--- src/rtl/bcd_updown_switch_counter_pkg.sv ---
// Shared BCD constants and helpers for the up/down switch counter and its digit cells.
package bcd_counter_pkg;

    localparam logic [3:0] BCD_MAX = 4'd9;
    localparam logic [3:0] BCD_MIN = 4'd0;

    // Packed all-nines value for up to eight digits; unused upper nibbles stay zero.
    function automatic logic [31:0] bcd_all_nines(input int num_digits);
        logic [31:0] value;
        value = '0;
        for (int i = 0; i < 8; i++) begin
            if (i < num_digits) begin
                value[4*i +: 4] = BCD_MAX;
            end
        end
        return value;
    endfunction

endpackage

--- src/rtl/bcd_updown_switch_counter_digit.sv ---
// One BCD digit cell: steps up or down by one, rolling 9->0 and 0->9; i_Hold freezes it.
module bcd_digit
    import bcd_counter_pkg::*;
(
    input  logic       i_Clk,
    input  logic       i_Reset,
    input  logic       i_Clear,
    input  logic       i_Up,
    input  logic       i_Down,
    input  logic       i_Hold,
    output logic [3:0] o_Digit,
    output logic       o_AtMax,
    output logic       o_AtMin
);

    logic [3:0] digit_reg;

    always_ff @(posedge i_Clk) begin
        if (i_Reset || i_Clear) begin
            digit_reg <= BCD_MIN;
        end else if (!i_Hold) begin
            if (i_Up) begin
                digit_reg <= (digit_reg == BCD_MAX) ? BCD_MIN : digit_reg + 4'd1;
            end else if (i_Down) begin
                digit_reg <= (digit_reg == BCD_MIN) ? BCD_MAX : digit_reg - 4'd1;
            end
        end
    end

    assign o_Digit = digit_reg;
    assign o_AtMax = (digit_reg == BCD_MAX);
    assign o_AtMin = (digit_reg == BCD_MIN);

endmodule

--- src/rtl/bcd_updown_switch_counter.sv ---
// Multi-digit BCD up/down counter stepped by rising edges of two debounced switches,
// with optional hold-to-repeat and wrap or saturate behaviour at the range ends.
module bcd_updown_switch_counter
    import bcd_counter_pkg::*;
#(
    parameter int NUM_DIGITS    = 2,
    parameter bit SATURATE      = 1'b0,
    parameter bit REPEAT_EN     = 1'b0,
    parameter int REPEAT_DELAY  = 12_500_000,
    parameter int REPEAT_PERIOD = 2_500_000
) (
    input  logic                    i_Clk,
    input  logic                    i_Reset,
    input  logic                    i_Inc,
    input  logic                    i_Dec,
    input  logic                    i_Clear,
    output logic [4*NUM_DIGITS-1:0] o_Digits,
    output logic                    o_Wrap,
    output logic                    o_Zero
);

    logic inc_reg;
    logic dec_reg;
    logic wrap_reg;
    logic inc_evt;
    logic dec_evt;
    logic switch_change;
    logic rep_inc;
    logic rep_dec;
    logic up_evt;
    logic down_evt;
    logic wrap_evt;
    logic clamp_hold;

    logic [NUM_DIGITS-1:0] at_max;
    logic [NUM_DIGITS-1:0] at_min;
    logic [NUM_DIGITS:0]   low_max;
    logic [NUM_DIGITS:0]   low_min;

    // Edge registers capture the switches even during reset, so a switch held
    // through reset is treated as already pressed.
    always_ff @(posedge i_Clk) begin
        inc_reg <= i_Inc;
        dec_reg <= i_Dec;
    end

    assign inc_evt       = i_Inc & ~inc_reg;
    assign dec_evt       = i_Dec & ~dec_reg;
    assign switch_change = (i_Inc ^ inc_reg) | (i_Dec ^ dec_reg);

    generate
        if (REPEAT_EN) begin : g_repeat
            localparam int HW = $clog2(REPEAT_DELAY + 1);
            logic [HW-1:0] hold_reg;
            logic          one_held;
            logic          fire;

            assign one_held = i_Inc ^ i_Dec;
            // Fire on the cycle the count would reach REPEAT_DELAY, then reload so
            // the following fires are REPEAT_PERIOD apart.
            assign fire = one_held && !switch_change && !i_Clear
                          && (hold_reg == HW'(REPEAT_DELAY - 1));

            always_ff @(posedge i_Clk) begin
                if (i_Reset || i_Clear || switch_change) begin
                    hold_reg <= '0;
                end else if (one_held) begin
                    hold_reg <= fire ? HW'(REPEAT_DELAY - REPEAT_PERIOD) : hold_reg + HW'(1);
                end
            end

            assign rep_inc = fire & i_Inc;
            assign rep_dec = fire & i_Dec;
        end else begin : g_no_repeat
            assign rep_inc = 1'b0;
            assign rep_dec = 1'b0;
        end
    endgenerate

    // Opposing events in the same cycle cancel each other.
    assign up_evt   = (inc_evt | rep_inc) & ~(dec_evt | rep_dec);
    assign down_evt = (dec_evt | rep_dec) & ~(inc_evt | rep_inc);

    assign low_max[0] = 1'b1;
    assign low_min[0] = 1'b1;

    generate
        for (genvar gi = 0; gi < NUM_DIGITS; gi++) begin : g_digit
            assign low_max[gi+1] = low_max[gi] & at_max[gi];
            assign low_min[gi+1] = low_min[gi] & at_min[gi];

            bcd_digit u_digit (
                .i_Clk   (i_Clk),
                .i_Reset (i_Reset),
                .i_Clear (i_Clear),
                .i_Up    (up_evt & low_max[gi]),
                .i_Down  (down_evt & low_min[gi]),
                .i_Hold  (clamp_hold),
                .o_Digit (o_Digits[4*gi +: 4]),
                .o_AtMax (at_max[gi]),
                .o_AtMin (at_min[gi])
            );
        end
    endgenerate

    assign wrap_evt   = (up_evt & low_max[NUM_DIGITS]) | (down_evt & low_min[NUM_DIGITS]);
    assign clamp_hold = SATURATE & wrap_evt;

    always_ff @(posedge i_Clk) begin
        if (i_Reset || i_Clear) begin
            wrap_reg <= 1'b0;
        end else begin
            wrap_reg <= wrap_evt;
        end
    end

    assign o_Wrap = wrap_reg;
    assign o_Zero = low_min[NUM_DIGITS];

endmodule

--- config.mk ---
export PLATFORM = sky130hd
export DESIGN_NAME = bcd_updown_switch_counter
export DESIGN_NICKNAME = d
export VERILOG_FILES = /design/src/rtl/bcd_updown_switch_counter_pkg.sv /design/src/rtl/bcd_updown_switch_counter_digit.sv /design/src/rtl/bcd_updown_switch_counter.sv
export SDC_FILE = /design/constraint.sdc
export NUM_CORES = 1
export LEC_CHECK = 0
export CAP_MARGIN = 25
export CORE_MARGIN = 5
export CORE_UTILIZATION = 40
export CTS_BUF_LIST = sky130_fd_sc_hd__clkbuf_16
export DETAILED_ROUTE_END_ITERATION = 6
export PLACE_DENSITY = 0.76
export SLEW_MARGIN = 25
export SYNTH_ARGS = -nofsm -noshare
export SYNTH_HDL_FRONTEND = slang
export SYNTH_SLANG_ARGS = --single-unit
--- constraint.sdc ---
create_clock -name i_Clk -period 3.5 [get_ports i_Clk]
set_input_delay 0.35 -clock i_Clk [delete_from_list [all_inputs] [get_ports i_Clk]]
set_output_delay 0.35 -clock i_Clk [all_outputs]
set_load 0.02 [all_outputs]
==> results.yml, run 1 <==
outcome:
  run_status: "finished, final reports clean"
synth:
  yosys.area_share.simple_pct: 27.4
  complex_gate_fraction_of_the_synthesized_area_pct: 22.8
  syn_avg_cell_area_um2: 8.12
  synth-adder-area-share_pct: 3.28
  syn_nets: 101
  synth.mux.area_fraction_pct: 2.79
  syn_area_um2: 763
  synth-async-reset-ratio_pct: 0
  ys_warn_count: 0
  dominant_combinational_cell_family_by_area_after_synthesis: "simple AND/OR/NAND/NOR gates"
  synth.lib_cells_used.distinct: 44
  synth_edf_count: 0
  synth-seq-area-share_pct: 28.9
  synth.ff_latch_count: 11
  synth_cells: 94
  synth_xor_xnor_area_share_pct: 4.59
  synth_flop_type: "dfxtp_1"
timing:
  final_critical_path_setup_slack_ps: 1300
  setup-tns-final_ps: 0
  period_share_pct: 62.8
  timing_worst_slew_pin_value_ps: 462
  max-slew-margin-rel_pct: 69.1
  finalHoldViolations: 0
  final-setup-viol-count: 0
  rsz0062_at_grt: "false"
  finalWorstPathRequiredPeriod_ps: 2200
  slew_violations: 0
  finalClockSkew_ps: 2.13
  clock.fmax_mhz: 455
clock_network:
  cts-root-to-sink-buffers: 2
  tritoncts_num_sinks: 11
  postCtsResizedCells: 0
  cts_root_buf: "clkbuf_16"
  cts_inserted_buffers: 3
  clock_tree_from_tritoncts: "done"
  holdBufCountCts: 0
  cts_htree_levels: 1
  clk_transition_reported_paths_ps: 40
  clock_latency_ps: 240
  post_cts.repair.setup_buffers: 0
worst_setup_path:
  cp_data_arrival_time_ps: 1850
  critical_path_required_ps: 3150
  worst_path_max_delay_cell: "clkdlybuf4s50_1"
  crit_type: "flip-flop to output pin"
  critPathLaunchType: "flip-flop"
  critical_path.endpoint_type: "output pin"
  max_stage_delay_ps: 610
  critical_path.max_fanout: 14
  crit_chain: "nor3_2, nand3_1, nor2_1, clkdlybuf4s50_1"
placed_design:
  detailedPlacementHpwl_mm: 1.08
  globalplace.congestion: 0.869
  preCtsSetupSlack_ps: 1200
  port_buffers: 14
pwr:
  power.combinational.fraction_pct: 13.7
  power.share.clock_pct: 51.5
  power_report.internal_total_mw: 0.307
  switching_share_pct: 22.7
  power.sequential.fraction_pct: 34.8
  power_per_cell_area_mw_per_mm2: 418
  power.ir.vdd_worst_mv: 0.314
  leakage_nw: 0.351
  switching_power_mw: 0.0902
drt:
  finalWirelength_mm: 1.58
  post_detailed_route_drc_marker_count: 0
  via_per_inst: 5.46
  detail-route-antenna-nets: 0
  drt-initial-drc-count: 13
  route.vias.total: 693
  detail_route.wl_per_cell_um: 12.5
  length_of_the_first_detailed_routing_pass_in_iterations: 4
die:
  fp.dieArea_mm2: 0.00288
  floorplan.core_area_mm2: 0.00176
  die-width_um: 53.7
  die_height_um: 53.7
  io-pin-count: 15
  floorplan.initialDensity_pct: 43.3
  num_rows: 15
cells_and_area:
  largest_register_ff_count: 8
  layout-area-overhead-vs-synth_pct: 24.4
  antenna_diode_instance_count: 0
  layout-drive-gt1-share_pct: 8.82
  finish.net_count: 110
grt:
  grtUsageTotal_pct: 13.3
  globalRoute.totalOverflow: 0
  grt_pass1_vias: 631
  grt_max_degree: 15
  grt_antenna_before_repair: 0
  grt_first_pass_wirelength_mm: 2.76
flow_run:
  drv.max_cap_violation_count: 0
worst_hold_path:
  hp-class: "input port to flip-flop"
-- cell usage after synthesis, types with 2 or more instances --
| library cell | n | share of area [%] |
|---|---|---|
| dfxtp_1 | 11 | 29 |
| nor2_1 | 9 | 4.4 |
| a21oi_1 | 7 | 4.6 |
| nand3_1 | 6 | 3.9 |
| o21ai_0 | 6 | 3.9 |
| inv_1 | 4 | 2.0 |
| buf_2 | 3 | 2.0 |
| clkbuf_1 | 3 | 1.5 |
| nand2b_1 | 3 | 2.5 |
| xor2_1 | 3 | 3.4 |
| and3_1 | 2 | 1.6 |
| buf_4 | 2 | 2.0 |
| buf_6 | 2 | 3.0 |
| ha_1 | 2 | 3.3 |
| o31a_1 | 2 | 2.3 |
-- path summary, 6_finish.rpt --
check,from,to,slack [ps],depth (start not counted)
max,g_digit[0].u_digit.o_Digit[0],o_Zero,1300,4
min,i_Inc,inc_reg,590,1
max reg2reg,inc_reg,g_digit[1].u_digit.o_Digit[1],1640,7
min reg2reg,g_digit[0].u_digit.o_Digit[2],g_digit[0].u_digit.o_Digit[2],610,2
-- logic make-up (layout without fill, tap and decap cells) --
| kind of cell | after synthesis | after routing |
|---|---|---|
| AOI/OAI and AO/OA | 26 | 26 |
| muxes | 2 | 2 |
| DFF | 11 | 11 |
| xor gates and xnor gates | 4 | 4 |
| and+or+nand+nor | 35 | 35 |
| buffers and inverters | 14 | 22 |
| adders and majority gates | 2 | 2 |
-- layer usage --
| layer | vias to the layer above | GRT usage [%] | wire (um) |
|---|---|---|---|
| li1 | 350 | - | - |
| met1 | 319 | 16.9 | 760 |
| met2 | 20 | 19.0 | 704 |
| met3 | 4 | 5.82 | 101 |
| met4 | 0 | 6.38 | 19 |
| met5 | - | 0 | 0 |
-- through the flow --
step / hold WS [ps] / power, mW / area (um^2) / instances / util (%)
2_1_floorplan: 378 / 0.178 / 763 / 94 / -
3_5_place_dp: 607 / 0.194 / 871 / 123 / 49.4
5_1_grt: 607 / 0.414 / 950 / 127 / 53.8
3_3_place_gp: 597 / 0.193 / 871 / 123 / 49.4
4_1_cts: 585 / 0.403 / 950 / 127 / 53.8
6_report: 587 / 0.397 / 950 / 127 / 53.8
-- worst max-delay path: cells and delay by family, from the launching register on --
kind          cells  cell delay (ps)
buf+inv           1              610
flops             1              440
simple gates      3              560
-- placed cells by master (no fill, tap or decap), types with 2 or more instances in the layout --
cell             instances
nand3_1                  6
nand2b_1                 3
xor2_1                   3
clkbuf_16                3
dfxtp_1                 11
ha_1                     2
and3_1                   2
a21oi_1                  7
inv_1                    5
nor2_1                   9
clkdlybuf4s50_1         14
o21ai_0                  6
o31a_1                   2
-- final cells by class --
class | instances | area [um^2]
fill | 182 | 815
multi-input combinational | 69 | 464
sequential | 11 | 220
timing repair buffer | 14 | 140
clock buffer | 3 | 75.1
tap | 25 | 31.3
inverter | 4 | 15.0
clock inverter | 1 | 3.75
-- power by group through the flow --
| stage | clock, mW | combinational [mW] | sequential (mW) |
|---|---|---|---|
| 6_report | 0.205 | 0.0544 | 0.138 |
| 5_1_grt | 0.215 | 0.0603 | 0.139 |
| 4_1_cts | 0.210 | 0.0549 | 0.138 |
| 3_3_place_gp | 0 | 0.0537 | 0.140 |
| 2_1_floorplan | 0 | 0.0395 | 0.138 |
| 3_5_place_dp | 0 | 0.0544 | 0.140 |
Power figures use the tool's default switching activity.
==> inputs of run 2 (changes only) <==
==> constraint.sdc (replaced) <==
create_clock -name i_Clk -period 2.1 [get_ports i_Clk]
set_input_delay 0.21 -clock i_Clk [delete_from_list [all_inputs] [get_ports i_Clk]]
set_output_delay 0.21 -clock i_Clk [all_outputs]
set_load 0.02 [all_outputs]
==> results.yml, run 2 (synthesized netlist as in run 1, its figures left out) <==
drt:
  post_detailed_route_drc_marker_count: 0
  detail_route.wl_per_cell_um: 13.6
  route.vias.total: 714
  drt-initial-drc-count: 20
  length_of_the_first_detailed_routing_pass_in_iterations: 4
  finalWirelength_mm: 1.77
  via_per_inst: 5.49
  detail-route-antenna-nets: 0
grt:
  globalRoute.totalOverflow: 0
  grt_max_degree: 13
  grt_pass1_vias: 610
  grtUsageTotal_pct: 14.6
  grt_antenna_before_repair: 0
  grt_first_pass_wirelength_mm: 2.91
cells_and_area:
  layout_common_cells: "clkdlybuf4s50_1 (14), dfxtp_1 (11), nor2_1 (9)"
  largest_register_ff_count: 8
  multi_input_comb_area_um2: 464
  layout-drive-gt1-share_pct: 11.4
  layout-area-overhead-vs-synth_pct: 27.4
  antenna_diode_instance_count: 0
  layout.core_utilization_pct: 55.1
  n_fill_cell: 181
  most_frequent_standard_cell_in_the_layout_excluding_fill_and_tap_cells: "clkdlybuf4s50_1"
  register_area_um2: 220
  finish.net_count: 113
timing:
  rsz0062_at_grt: "false"
  clock.fmax_mhz: 515
  setup-tns-final_ps: 0
  slew_violations: 0
  finalWorstPathRequiredPeriod_ps: 1940
  timing_worst_slew_pin_value_ps: 432
  final-setup-viol-count: 0
  period_share_pct: 92.5
  finalHoldViolations: 0
  finalClockSkew_ps: 3.06
  max-slew-margin-rel_pct: 71.2
pwr:
  leakage_nw: 0.366
  power_per_cell_area_mw_per_mm2: 696
  power.ir.vdd_worst_mv: 0.542
  overall_power_mw: 0.676
die:
  fp.dieArea_mm2: 0.00288
  io-pin-count: 15
  die-width_um: 53.7
  floorplan.core_area_mm2: 0.00176
  die_height_um: 53.7
  floorplan.initialDensity_pct: 43.3
  num_rows: 15
clock_network:
  clk_transition_reported_paths_ps: 40
  cts_root_buf: "clkbuf_16"
  postCtsResizedCells: 0
  clock_latency_ps: 240
  cts-root-to-sink-buffers: 2
  holdBufCountCts: 0
  cts_inserted_buffers: 3
  clock_tree_from_tritoncts: "done"
  post_cts.repair.setup_buffers: 0
  cts_htree_levels: 1
  tritoncts_num_sinks: 11
worst_setup_path:
  critical_path.max_fanout: 9
  cp_data_arrival_time_ps: 1730
  critPathLaunchType: "flip-flop"
  critical_path.endpoint_type: "output pin"
  critical_path_required_ps: 1890
  crit_type: "flip-flop to output pin"
placed_design:
  port_buffers: 14
  detailedPlacementHpwl_mm: 1.20
  globalplace.congestion: 0.864
flow_run:
  drv.max_cap_violation_count: 0
worst_hold_path:
  hp-class: "input port to flip-flop"
outcome:
  run_status: "finished, final reports clean"
[run 2: layout make-up]
| class | count | area share [%] |
|---|---|---|
| multi-input combinational | 69 | 47.7 |
| inverter | 4 | 1.54 |
| clock inverter | 1 | 0.386 |
| sequential | 11 | 22.7 |
| clock buffer | 3 | 7.72 |
| tap | 25 | 3.22 |
| timing repair buffer | 17 | 16.7 |
[run 2: report_power, final]
| part | internal (mW) | total, mW | switching, mW |
|---|---|---|---|
| sequential | 0.217 | 0.228 | 0.0110 |
| clock | 0.250 | 0.350 | 0.0998 |
| combinational | 0.0480 | 0.0986 | 0.0506 |
[run 2: final timing paths]
path                                   end                     startpoint  slack, ps  cells after the start
max                                 o_Zero  g_digit[1].u_digit.o_Digit[0]        160                      4
min                                dec_reg                          i_Dec        450                      1
max reg2reg  g_digit[1].u_digit.o_Digit[1]                        inc_reg        440                      7
min reg2reg  g_digit[1].u_digit.o_Digit[1]  g_digit[1].u_digit.o_Digit[1]        630                      2
[run 2: critical path, cell delays in order (launching register included)]
cell and delay, ps:
dfxtp_1 400, nor3_2 290, nand3_1 100, nor2_1 90, clkdlybuf4s50_1 600
[run 2: layer usage]
metal	vias up	share of wire (%)	GRT usage, %
met5	-	0	0
met4	0	2.8	8.51
met3	9	6.1	5.82
met2	29	46	21.4
met1	319	45	18.0
li1	357	-	-
[run 2: through the flow]
step / cells / setup WS (ps) / hold slack [ps] / instance area (um^2)
after floorplan: 94 / 458 / 238 / 763
after global placement: 126 / 178 / 612 / 893
after detailed placement: 126 / 108 / 616 / 893
after CTS: 130 / 158 / 446 / 972
after global routing: 130 / 16.2 / 467 / 972
final: 130 / 157 / 448 / 972
==> inputs of run 3 (changes only) <==
--- a/config.mk
+++ b/config.mk
@@ -6,11 +6,13 @@
 export NUM_CORES = 1
 export LEC_CHECK = 0
 export CAP_MARGIN = 25
-export CORE_MARGIN = 5
+export CORE_MARGIN = 4
 export CORE_UTILIZATION = 40
 export CTS_BUF_LIST = sky130_fd_sc_hd__clkbuf_16
 export DETAILED_ROUTE_END_ITERATION = 6
-export PLACE_DENSITY = 0.76
+export DONT_BUFFER_PORTS = 1
+export HOLD_SLACK_MARGIN = 0.15
+export PLACE_DENSITY = 0.66
 export SLEW_MARGIN = 25
 export SYNTH_ARGS = -nofsm -noshare
 export SYNTH_HDL_FRONTEND = slang
==> results.yml, run 3 (synthesized netlist as in run 1, its figures left out) <==
outcome:
  run_status: "finished, final reports clean"
timing:
  final-setup-viol-count: 0
  finalClockSkew_ps: 1.34
  clock.fmax_mhz: 538
  slew_violations: 0
  finalHoldViolations: 0
  final_critical_path_setup_slack_ps: 240
  fin_hold_ws_ps: 304
  setup-tns-final_ps: 0
  rsz0062_at_grt: "false"
  timing_worst_slew_pin_value_ps: 553
  finalWorstPathRequiredPeriod_ps: 1860
  period_share_pct: 88.6
  max-slew-margin-rel_pct: 63.1
grt:
  grt_antenna_before_repair: 0
  grt_first_pass_wirelength_mm: 2.64
  grtUsageTotal_pct: 13.2
  grt_max_degree: 13
  grt_pass1_vias: 559
  globalRoute.totalOverflow: 0
clock_network:
  cts_root_buf: "clkbuf_16"
  clock_tree_from_tritoncts: "done"
  cts_htree_levels: 1
  clk_transition_reported_paths_ps: 40
  cts_inserted_buffers: 3
  tritoncts_num_sinks: 11
  postCtsResizedCells: 0
  holdBufCountCts: 2
  post_cts.repair.setup_buffers: 0
  clock_latency_ps: 230
  cts-root-to-sink-buffers: 2
drt:
  drt-initial-drc-count: 17
  route.vias.total: 652
  finalWirelength_mm: 1.53
  length_of_the_first_detailed_routing_pass_in_iterations: 4
  post_detailed_route_drc_marker_count: 0
  via_per_inst: 5.53
  detail_route.wl_per_cell_um: 12.9
  detail-route-antenna-nets: 0
worst_setup_path:
  critical_path.top_delay_family: "compound AO/OA/AOI/OAI gates"
  cp.buffers_inverters: 1
  regToRegSetupSlack_ps: 240
  r2r-start: "inc_reg"
  critical_path.endpoint_type: "flip-flop"
  worst_path_max_delay_cell: "a2111o_1"
  regToRegEndpoint: "g_digit[1].u_digit.o_Digit[1]"
  max_stage_delay_ps: 430
  critical_path.max_fanout: 10
  critical_path_depth: 7
  ff2ff_path_depth: 7
  timing.critical_path.to: "g_digit[1].u_digit.o_Digit[1]"
  crit_chain: "nand2b_1, inv_1, ha_1, and3_1, nand3_2, a2111o_1, a21oi_1"
  crit_type: "flip-flop to flip-flop"
  cp_data_arrival_time_ps: 2030
  worst_setup_path_startpoint: "inc_reg"
  critical_path_required_ps: 2270
  critPathLaunchType: "flip-flop"
die:
  floorplan.initialDensity_pct: 43.3
  die_height_um: 51.7
  io-pin-count: 15
  fp.dieArea_mm2: 0.00267
  num_rows: 15
  floorplan.core_area_mm2: 0.00176
  die-width_um: 51.7
cells_and_area:
  largest_register_ff_count: 8
  most_frequent_standard_cell_in_the_layout_excluding_fill_and_tap_cells: "dfxtp_1"
  finalNonFillerCells: 118
  layout-area-overhead-vs-synth_pct: 11.6
  finish.net_count: 101
  layout.cell_area.non_filler_um2: 852
  antenna_diode_instance_count: 0
  layout_common_cells: "dfxtp_1 (11), nor2_1 (9), a21oi_1 (7)"
  layout.core_utilization_pct: 48.3
  layout-drive-gt1-share_pct: 12.9
placed_design:
  place_area_um2: 753
  dp.cells: 112
  port_buffers: 0
  preCtsSetupSlack_ps: 273
  globalplace.congestion: 0.804
  detailedPlacementHpwl_mm: 1.08
worst_hold_path:
  hp-class: "input port to flip-flop"
pwr:
  leakage_nw: 0.325
  power_per_cell_area_mw_per_mm2: 752
  power.ir.vdd_worst_mv: 0.536
  overall_power_mw: 0.641
flow_run:
  drv.max_cap_violation_count: 0
[run 3: cell types whose count changed in the layout (fill, tap and decap cells not counted)]
cell / delta
clkdlybuf4s50_1: -14
dlygate4sd3_1: +2
[run 3: worst min path at each step]
stage | startpoint | to | slack (ps) | cells after the start
final | i_Reset | g_digit[0].u_digit.o_Digit[2] | 300 | 2
after global routing | i_Reset | g_digit[0].u_digit.o_Digit[2] | 320 | 2
after CTS | i_Reset | g_digit[0].u_digit.o_Digit[2] | 300 | 2
after detailed placement | i_Dec | dec_reg | 240 | 0
after global placement | i_Dec | dec_reg | 240 | 0
after floorplan | i_Dec | dec_reg | 240 | 0
[run 3: final cells by class]
class / instances / area [um^2]
clock buffer: 3 / 75.1
clock inverter: 1 / 3.75
fill: 184 / 912
inverter: 4 / 15.0
multi-input combinational: 69 / 464
sequential: 11 / 220
tap: 25 / 31.3
timing repair buffer: 5 / 42.5
[run 3: worst register-to-register path, stage by stage, from the launching register on]
cell and delay (ps):
dfxtp_1 280, nand2b_1 140, inv_1 60, ha_1 320
and3_1 320, nand3_2 90, a2111o_1 430, a21oi_1 140
[run 3: layer usage]
metal	track usage (%)	part of all wire (%)
met2	19.5	45
met5	0	0
met4	5.24	0.98
met1	16.6	46
met3	6.02	8.3
[run 3: report_power, final]
part / internal, mW / leakage (nW) / switching [mW]
Clock: 0.249 / 0.0423 / 0.0863
Sequential: 0.217 / 0.0898 / 0.0130
Combinational: 0.0312 / 0.193 / 0.0445
